--- config.mk ---
export PLATFORM = sky130hd
export DESIGN_NAME = tiny_fabric_prog
export DESIGN_NICKNAME = d
export VERILOG_FILES = /design/src/rtl/tiny_fabric_prog.sv
export SDC_FILE = /design/constraint.sdc
export NUM_CORES = 1
export LEC_CHECK = 0
export CAP_MARGIN = 40
export CELL_PAD_IN_SITES_DETAIL_PLACEMENT = 0
export CELL_PAD_IN_SITES_GLOBAL_PLACEMENT = 2
export CORE_MARGIN = 4
export CORE_UTILIZATION = 35
export CTS_CLUSTER_DIAMETER = 120
export DETAILED_ROUTE_END_ITERATION = 10
export PLACE_DENSITY = 0.76
export SLEW_MARGIN = 20
export SYNTH_ARGS = -nofsm -noshare
export SYNTH_HDL_FRONTEND = slang
export SYNTH_SLANG_ARGS = --single-unit
--- constraint.sdc ---
create_clock -name clk -period 2.6 [get_ports clk]
set_input_delay 0.39 -clock clk [delete_from_list [all_inputs] [get_ports clk]]
set_output_delay 0.39 -clock clk [all_outputs]
set_load 0.02 [all_outputs]
--- src/rtl/tiny_fabric_prog.sv ---
// tiny_fabric_prog: serial configuration loader for a small array of logic
// clusters. A bitstream frame (sync 0xA5, 8-bit cluster select, 16-bit chain
// length, payload, CRC-8) is shifted into the selected cluster's config chain.
// The cluster is only released to run once the frame's CRC checks out.
//
// Ports
//   clk, rst_n            clock, synchronous active-low reset
//   prog_en               session enable; dropping it aborts to IDLE
//   prog_valid, prog_in   serial bitstream, MSB-first per field
//   prog_out              registered readback of cfg_ret[sel]
//   cfg_ret               per-cluster chain tail bits
//   cfg_shift, cfg_data   one-hot chain shift enable and shifted-in bit
//   cluster_run           per-cluster "verified config, may operate"
//   busy, done, err       status; done/err are single-cycle pulses
//   err_code              last error cause: 1 select, 2 length, 3 CRC
module tiny_fabric_prog #(
    parameter int CLUSTERS  = 4,
    parameter int CHAIN_LEN = 64
) (
    input  logic                clk,
    input  logic                rst_n,
    input  logic                prog_en,
    input  logic                prog_valid,
    input  logic                prog_in,
    output logic                prog_out,
    input  logic [CLUSTERS-1:0] cfg_ret,
    output logic [CLUSTERS-1:0] cfg_shift,
    output logic                cfg_data,
    output logic [CLUSTERS-1:0] cluster_run,
    output logic                busy,
    output logic                done,
    output logic                err,
    output logic [1:0]          err_code
);
    localparam int SEL_W  = (CLUSTERS > 1) ? $clog2(CLUSTERS) : 1;
    localparam int PCNT_W = $clog2(CHAIN_LEN + 1);
    localparam logic [PCNT_W-1:0] LAST_BIT = PCNT_W'(CHAIN_LEN - 1);
    localparam logic [15:0]       LEN_VAL  = 16'(CHAIN_LEN);

    typedef enum logic [2:0] {
        IDLE, SYNC, SEL, LEN, LOAD, CRC, COMMIT, ERROR
    } state_e;

    state_e state_q, state_d;

    logic [7:0]          win_q, win_d;
    logic [15:0]         field_q, field_d;
    logic [3:0]          fcnt_q, fcnt_d;
    logic [PCNT_W-1:0]   pcnt_q, pcnt_d;
    logic [7:0]          crc_q, crc_d;
    logic [SEL_W-1:0]    sel_q, sel_d;
    logic [CLUSTERS-1:0] run_q, run_d;
    logic [1:0]          code_q, code_d;
    logic [CLUSTERS-1:0] shift_q, shift_d;
    logic                data_q, data_d;
    logic                prog_out_q, prog_out_d;

    logic       accept;
    logic [7:0] win_nxt;
    logic [15:0] field_nxt;
    logic [7:0] crc_nxt;

    assign accept    = prog_en & prog_valid;
    assign win_nxt   = {win_q[6:0], prog_in};
    assign field_nxt = {field_q[14:0], prog_in};
    // CRC-8 poly 0x07, MSB-first: feedback is the outgoing top bit xor input
    assign crc_nxt   = {crc_q[6:0], 1'b0} ^ ((crc_q[7] ^ prog_in) ? 8'h07 : 8'h00);

    // State register
    always_ff @(posedge clk) begin
        if (!rst_n) begin
            state_q <= IDLE;
        end else begin
            state_q <= state_d;
        end
    end

    // Next-state logic; prog_en low overrides everything
    always_comb begin
        state_d = state_q;
        if (!prog_en) begin
            state_d = IDLE;
        end else begin
            case (state_q)
                IDLE:   state_d = SYNC;
                SYNC:   if (accept && win_nxt == 8'hA5) state_d = SEL;
                SEL:    if (accept && fcnt_q == 4'd7)
                            state_d = (field_nxt[7:0] >= 8'(CLUSTERS)) ? ERROR : LEN;
                LEN:    if (accept && fcnt_q == 4'd15)
                            state_d = (field_nxt != LEN_VAL) ? ERROR : LOAD;
                LOAD:   if (accept && pcnt_q == LAST_BIT) state_d = CRC;
                CRC:    if (accept && fcnt_q == 4'd7)
                            state_d = (field_nxt[7:0] != crc_q) ? ERROR : COMMIT;
                COMMIT: state_d = SYNC;
                ERROR:  state_d = SYNC;
                default: state_d = IDLE;
            endcase
        end
    end

    // Datapath next values
    always_comb begin
        win_d      = '0;
        field_d    = field_q;
        fcnt_d     = fcnt_q;
        pcnt_d     = pcnt_q;
        crc_d      = crc_q;
        sel_d      = sel_q;
        run_d      = run_q;
        code_d     = code_q;
        shift_d    = '0;
        data_d     = data_q;
        prog_out_d = cfg_ret[sel_q];

        // Sync window only lives in SYNC so every search starts clean
        if (state_q == SYNC) begin
            win_d = accept ? win_nxt : win_q;
        end

        if (accept) begin
            case (state_q)
                SEL, LEN, CRC: begin
                    field_d = field_nxt;
                    fcnt_d  = fcnt_q + 4'd1;
                end
                LOAD: begin
                    data_d         = prog_in;
                    shift_d[sel_q] = 1'b1;
                    crc_d          = crc_nxt;
                    pcnt_d         = pcnt_q + PCNT_W'(1);
                end
                default: ;
            endcase
        end

        if (state_d != state_q) begin
            fcnt_d = '0;
            pcnt_d = '0;
        end
        if (state_q == SEL && state_d == LEN) begin
            sel_d = field_nxt[SEL_W-1:0];
        end
        if (state_q == LEN && state_d == LOAD) begin
            crc_d        = '0;
            run_d[sel_q] = 1'b0;
        end
        if (state_q == CRC && state_d == COMMIT) begin
            run_d[sel_q] = 1'b1;
        end
        if (state_d == ERROR && state_q != ERROR) begin
            code_d = (state_q == SEL) ? 2'd1 : (state_q == LEN) ? 2'd2 : 2'd3;
        end
    end

    always_ff @(posedge clk) begin
        if (!rst_n) begin
            win_q      <= '0;
            field_q    <= '0;
            fcnt_q     <= '0;
            pcnt_q     <= '0;
            crc_q      <= '0;
            sel_q      <= '0;
            run_q      <= '0;
            code_q     <= '0;
            shift_q    <= '0;
            data_q     <= 1'b0;
            prog_out_q <= 1'b0;
        end else begin
            win_q      <= win_d;
            field_q    <= field_d;
            fcnt_q     <= fcnt_d;
            pcnt_q     <= pcnt_d;
            crc_q      <= crc_d;
            sel_q      <= sel_d;
            run_q      <= run_d;
            code_q     <= code_d;
            shift_q    <= shift_d;
            data_q     <= data_d;
            prog_out_q <= prog_out_d;
        end
    end

    // Status outputs decoded from the current state
    always_comb begin
        busy = 1'b1;
        done = 1'b0;
        err  = 1'b0;
        case (state_q)
            IDLE, SYNC: busy = 1'b0;
            COMMIT:     done = 1'b1;
            ERROR:      err  = 1'b1;
            default: ;
        endcase
    end

    assign cfg_shift   = shift_q;
    assign cfg_data    = data_q;
    assign cluster_run = run_q;
    assign err_code    = code_q;
    assign prog_out    = prog_out_q;

endmodule

==> impl_metrics.ini, run 1 <==
[timing]
tightestPinTransition_ns = 0.5834
fin_crit_ns = 2.414
setup_tns_ns = 0
final-hold-violation-count = 0
finClkSkew_ns = 0.007175
finalSetupViolations = 0
slew_headroom_pct = 61.02
fin_crit_sh_pct = 92.85
fin_hold_ws_ns = 0.4481
drv_slew = 0
fmax_mhz = 414.2
grt_setup_unrepaired = no

[detailed_routing]
routedWlPerCell_um = 14.46
first_pass_iters = 4
antenna_left = 0
vias_per_cell = 4.877
vias = 2136
drt_iter0_markers = 47
drc = 0
routed_wl_um = 6335

[cells_and_area]
drive_above_1_share_pct = 14.75
final_cell_mix = dfxtp_1 (58), nand2_1 (49), nor2_1 (35)
fillers = 747
nets = 346
multiInputGateArea_mm2 = 0.001458
postLayoutCellArea_mm2 = 0.003312
area_growth_pct = 21.76
n_antenna_cell = 0
mostFrequentLayoutCell = dfxtp_1
regArea_mm2 = 0.001161

[setup_path]
cpMaxStageDelayCell = dfxtp_1
required_ns = 2.21
path_cells = nand2_1 > nor2_1 > clkdlybuf4s50_1
critical-path-max-stage-delay_ns = 0.66
end_kind = output pin
path_max_fanout = 16
arrival_ns = 2.02
critPathKind = flop to output pin
reg2reg_slack_ns = 0.41
cp-start-kind = flop

[yosys]
synth_warnings = 0
synth_edf_count = 0
seq_area_frac_synth_pct = 42.69
synth-seq-cells = 58
syn_avg_cell_area_um2 = 9.097
ys.flop_type = dfxtp_1
netlist_area_mm2 = 0.002720
synth_cell_types = 56
async_flop_share_pct = 0
syn_inst = 299
syn-num-nets = 310

[cts]
clk_latency_ns = 0.34
cts_root_buf = clkbuf_8
post_cts_resized = 0
postCtsHoldBufs = 0
cts_setup_buffers = 0
clk_path_buf_depth = 2
cts_tree = done
htreeDepth = 3
numCtsBuffers = 9
cts_sinks = 58
clk_pin_slew_ns = 0.07

[global_routing]
grt_max_degree = 20
grt_pass1_wl_um = 10540
grt_use_total_pct = 15.22
gr-total-overflow = 0
grt_pass1_vias = 2142
antenna_found_initial = 0

[placement]
dp_hpwl_um = 4612
post_dp_cell_area_mm2 = 0.003129
port_buffers = 23
gp_congestion = 0.8085

[floorplanning]
fp.dieW_um = 96.16
die_y_um = 96.16
start_util_pct = 36.72
io_pins = 24
core_mm2 = 0.007408
rows = 31
die_area_mm2 = 0.009246

[flow_run]
maxCapViolCount = 0

[run_status]
status = finished, final reports clean

[worst_hold_path]
hold_class = flop to flop

[pwr]
leakage_nw = 1.157
vdd_drop_max_uv = 264.5
power.density_mw_per_mm2 = 539.4
==> Yosys cell counts, drive strengths merged (5+ instances only) <==
master	n	area, um^2
nor2	36	137.6
nand2	49	183.9
nand2b	5	31.28
dfxtp	58	1161
o211ai	5	37.54
a21oi	19	95.09
xor2	15	131.4
nand3	5	25.02
mux2i	19	190.2
nor3	5	25.02
xnor2	6	52.55
o21ai	9	48.79
clkbuf	6	26.28
nor4	6	67.56
buf	7	56.30
==> area by class of cell <==
cell class,instances,area share (%)
clock inverters,6,1.776
well taps,99,3.740
clock buffers,9,3.740
repair buffers,38,11.11
inverters,5,0.5667
flip-flops and latches,58,35.06
multi-input cells,223,44.01
==> worst max-delay path: cells and delay by family, from the launching register on <==
family / cells / cell delay, ns
flops: 1 / 0.66
simple gates: 2 / 0.40
buf+inv: 1 / 0.63
==> routing by layer <==
metal | vias to the layer above | track usage [%] | share of wire, %
li1 | 1107 | - | -
met1 | 997 | 20.01 | 51
met2 | 24 | 23.58 | 45
met3 | 8 | 2.580 | 2.4
met4 | 0 | 8.294 | 1.9
met5 | - | 0 | 0
==> through the flow <==
step / total power [mW] / util (%) / instances / setup slack [ns]
finish: 1.786 / 44.71 / 438 / 0.1860
global route: 1.849 / 44.71 / 438 / 0.05223
CTS: 1.810 / 44.71 / 438 / 0.1452
detailed placement: 1.013 / 42.24 / 423 / 0.01296
global placement: 1.013 / 42.24 / 423 / 0.06801
floorplan: 0.9745 / - / 299 / 0.6105
==> power by group <==
part / total, mW / leakage [nW] / switching [mW] / internal, mW
Combinational: 0.0947 / 0.591 / 0.0512 / 0.0435
Sequential: 0.898 / 0.468 / 0.00647 / 0.891
Clock: 0.794 / 0.0986 / 0.363 / 0.431
==> registers in the layout, summed over array words and instances (netlist names) <==
register / count
sel_q: 2
crc_q: 8
cfg_shift: 4
pcnt_q: 7
err_code: 2
state_q: 3
win_q: 7
prog_out: 1
cfg_data: 1
fcnt_q: 4
field_q: 15
cluster_run: 4
==> final timing paths <==
path | cells past startpoint | to | from
setup / recovery | 3 | err | state_q[1]$_SDFF_PN0_
hold / removal | 2 | err_code[1]$_SDFFE_PN0P_ | err_code[1]$_SDFFE_PN0P_
setup reg to reg | 7 | err_code[0]$_SDFFE_PN0P_ | fcnt_q[0]$_SDFFE_PP0P_
hold reg to reg | 2 | err_code[1]$_SDFFE_PN0P_ | err_code[1]$_SDFFE_PN0P_
==> cell families (layout without fill, tap and decap cells) <==
logic type	Yosys count	after routing	share of synthesized area, %
multiplexers	20	20	7.820
buffers and inverters	18	58	3.726
AO/OA/AOI/OAI	45	45	11.55
adder cells (fa/ha/maj)	2	2	0.9198
AND/OR/NAND/NOR	135	135	26.54
XOR/XNOR	21	21	6.762
flip-flops	58	58	42.69
Note: power is estimated with default switching activity, not from simulation.
==> run 2, diff against run 1 <==
--- a/config.mk
+++ b/config.mk
@@ -9,10 +9,11 @@
 export CELL_PAD_IN_SITES_DETAIL_PLACEMENT = 0
 export CELL_PAD_IN_SITES_GLOBAL_PLACEMENT = 2
 export CORE_MARGIN = 4
-export CORE_UTILIZATION = 35
+export CORE_UTILIZATION = 32
 export CTS_CLUSTER_DIAMETER = 120
 export DETAILED_ROUTE_END_ITERATION = 10
-export PLACE_DENSITY = 0.76
+export PLACE_DENSITY = 0.73
+export SETUP_SLACK_MARGIN = 0.3
 export SLEW_MARGIN = 20
 export SYNTH_ARGS = -nofsm -noshare
 export SYNTH_HDL_FRONTEND = slang
==> constraint.sdc (replaced) <==
create_clock -name clk -period 1.98 [get_ports clk]
set_input_delay 0.297 -clock clk [delete_from_list [all_inputs] [get_ports clk]]
set_output_delay 0.297 -clock clk [all_outputs]
set_load 0.02 [all_outputs]
==> impl_metrics.ini, run 2 (same netlist as run 1, synthesis figures left out) <==
[pwr]
power.density_mw_per_mm2 = 642.1
p_clk_share_pct = 46.5
power_frac_comb_pct = 6.6
p_sw_share_pct = 22.45
p_int_mw = 1.941
leakage_nw = 1.426
switchingPower_uw = 562.0
pwr-share-seq_pct = 46.9
vdd_drop_max_uv = 417.5

[floorplanning]
rows = 33
die_y_um = 100.2
die_area_mm2 = 0.01004
fp.dieW_um = 100.2
io_pins = 24
start_util_pct = 32.94
core_mm2 = 0.008258

[cells_and_area]
n_antenna_cell = 0
postLayoutCellArea_mm2 = 0.003899
regMostFlops = field_q
drive_above_1_share_pct = 34.55
fillers = 813
mostFrequentLayoutCell = dfxtp_1
nets = 389
area_growth_pct = 43.33
biggestRegsByFlops = field_q x15, crc_q x8
largest_register_ffs = 15
final_cell_mix = dfxtp_1 (49), nand2_1 (47), buf_4 (46)

[run_status]
status = finished, violations left
failed_checks = negative setup slack

[setup_path]
rr_worst_depth = 8
path_max_fanout = 11
r2r_end = pcnt_q[1]$_SDFFE_PP0P_
critPathKind = flop to flop
end_kind = flop
reg2reg_slack_ns = -0.009
critical_path.startpoint = field_q[4]$_SDFFE_PN0P_
cp-start-kind = flop
arrival_ns = 2.26
rr_startpoint = field_q[4]$_SDFFE_PN0P_
required_ns = 2.25

[global_routing]
grt_pass1_vias = 2377
grt_pass1_wl_um = 11710
gr-total-overflow = 0
antenna_found_initial = 0
grt_use_total_pct = 14.84
grt_max_degree = 18

[detailed_routing]
drc = 0
routedWlPerCell_um = 14.09
vias = 2338
routed_wl_um = 6860
first_pass_iters = 4
vias_per_cell = 4.801
drt_iter0_markers = 45
antenna_left = 0

[cts]
clk_path_buf_depth = 2
clk_pin_slew_ns = 0.07
htreeDepth = 3
cts_tree = done
postCtsHoldBufs = 0
cts_sinks = 58
numCtsBuffers = 9
clk_latency_ns = 0.34
cts_root_buf = clkbuf_8

[worst_hold_path]
hold_class = flop to flop
hp-start = win_q[6]$_SDFFE_PN0P_
min_to = win_q[6]$_SDFFE_PN0P_
min_path_cells = 2

[timing]
slew_headroom_pct = 74.52
grt_setup_unrepaired = yes
fmax_mhz = 502.7
fin_crit_ns = 1.989
final-hold-violation-count = 0
finalSetupViolations = 3
drv_slew = 0
worst_slack_ns = -0.009222
finClkSkew_ns = 0.007727
fin_crit_sh_pct = 100.5
tightestPinTransition_ns = 0.3795

[placement]
gp_congestion = 0.8048
post_dp_cell_area_mm2 = 0.003483
port_buffers = 23
dp_slack_ns = -0.4732
dp_hpwl_um = 4885

[flow_run]
maxCapViolCount = 0
[run 2: cell count changes in the layout (fill, tap and decap cells not counted), sizes merged]
cell	before	now
buf	15	58
clkdlybuf4s15	0	1
clkinv	6	4
bufinv	1	2
clkdlybuf4s50	23	17
dlygate4sd2	0	2
clkinvlp	0	1
dlymetal6s2s	0	1
clkbuf	9	11
[run 2: final cells by class]
type	count	area, um^2	area share, %
clock inverter	6	82.58	2.118
multi-input combinational	223	1620	41.56
clock buffer	9	123.9	3.177
tap	105	131.4	3.370
timing repair buffer	81	742.0	19.03
inverter	5	18.77	0.4814
sequential	58	1180	30.26
[run 2: worst max-delay path: stages, from the launching register on]
cell and delay, ns:
dfxtp_4 0.36, nor4_4 0.38, nand4b_4 0.16, a2111oi_4 0.28
buf_4 0.20, nor3_1 0.05, nand3b_1 0.22, buf_12 0.18
a21oi_1 0.10
[run 2: through the flow]
stage / instances / hold slack, ns / power [mW] / setup TNS (ns) / utilization [%]
after floorplan: 299 / 0.4319 / 1.283 / 0 / -
after global placement: 465 / 0.4444 / 1.353 / -9.668 / 42.18
after detailed placement: 465 / 0.4468 / 1.352 / -10.56 / 42.18
after CTS: 482 / 0.4571 / 2.538 / -0.1321 / 45.38
after global routing: 487 / 0.4895 / 2.620 / -1.612 / 47.21
final: 487 / 0.4552 / 2.503 / -0.01597 / 47.21
[run 2: how the worst max path moves through the flow]
stage	cells after the start	slack, ns	end
3_5_place_dp	7	-0.47	err_code[0]$_SDFFE_PN0P_
3_3_place_gp	7	-0.43	err_code[0]$_SDFFE_PN0P_
4_1_cts	7	-0.06	cluster_run[0]$_SDFF_PN0_
2_1_floorplan	7	0.10	err_code[0]$_SDFFE_PN0P_
5_1_grt	8	-0.12	fcnt_q[0]$_SDFFE_PP0P_
6_report	8	-0.009	pcnt_q[1]$_SDFFE_PP0P_
[run 2: layer usage]
metal  share of wire [%]  GRT usage, %  vias up
li1                    -             -     1194
met1                  47         19.25     1092
met2                  47         23.50       44
met3                 4.0         4.031        8
met4                 1.5         5.699        0
met5                   0             0        -
[run 2: repair_timing]
action                                  in CTS  in global routing
cloned                                       0                  1
gates resized for setup                     25                 32
endpoints found under the setup margin      32                 45
buffers inserted                             2                  4
pin swaps                                   11                 12
[run 2: power by group through the flow]
stage	logic, mW	clock network (mW)	registers (mW)
6_report	0.166	1.16	1.17
4_1_cts	0.156	1.21	1.18
3_3_place_gp	0.151	0	1.20
2_1_floorplan	0.0828	0	1.20
3_5_place_dp	0.150	0	1.20
5_1_grt	0.179	1.27	1.17
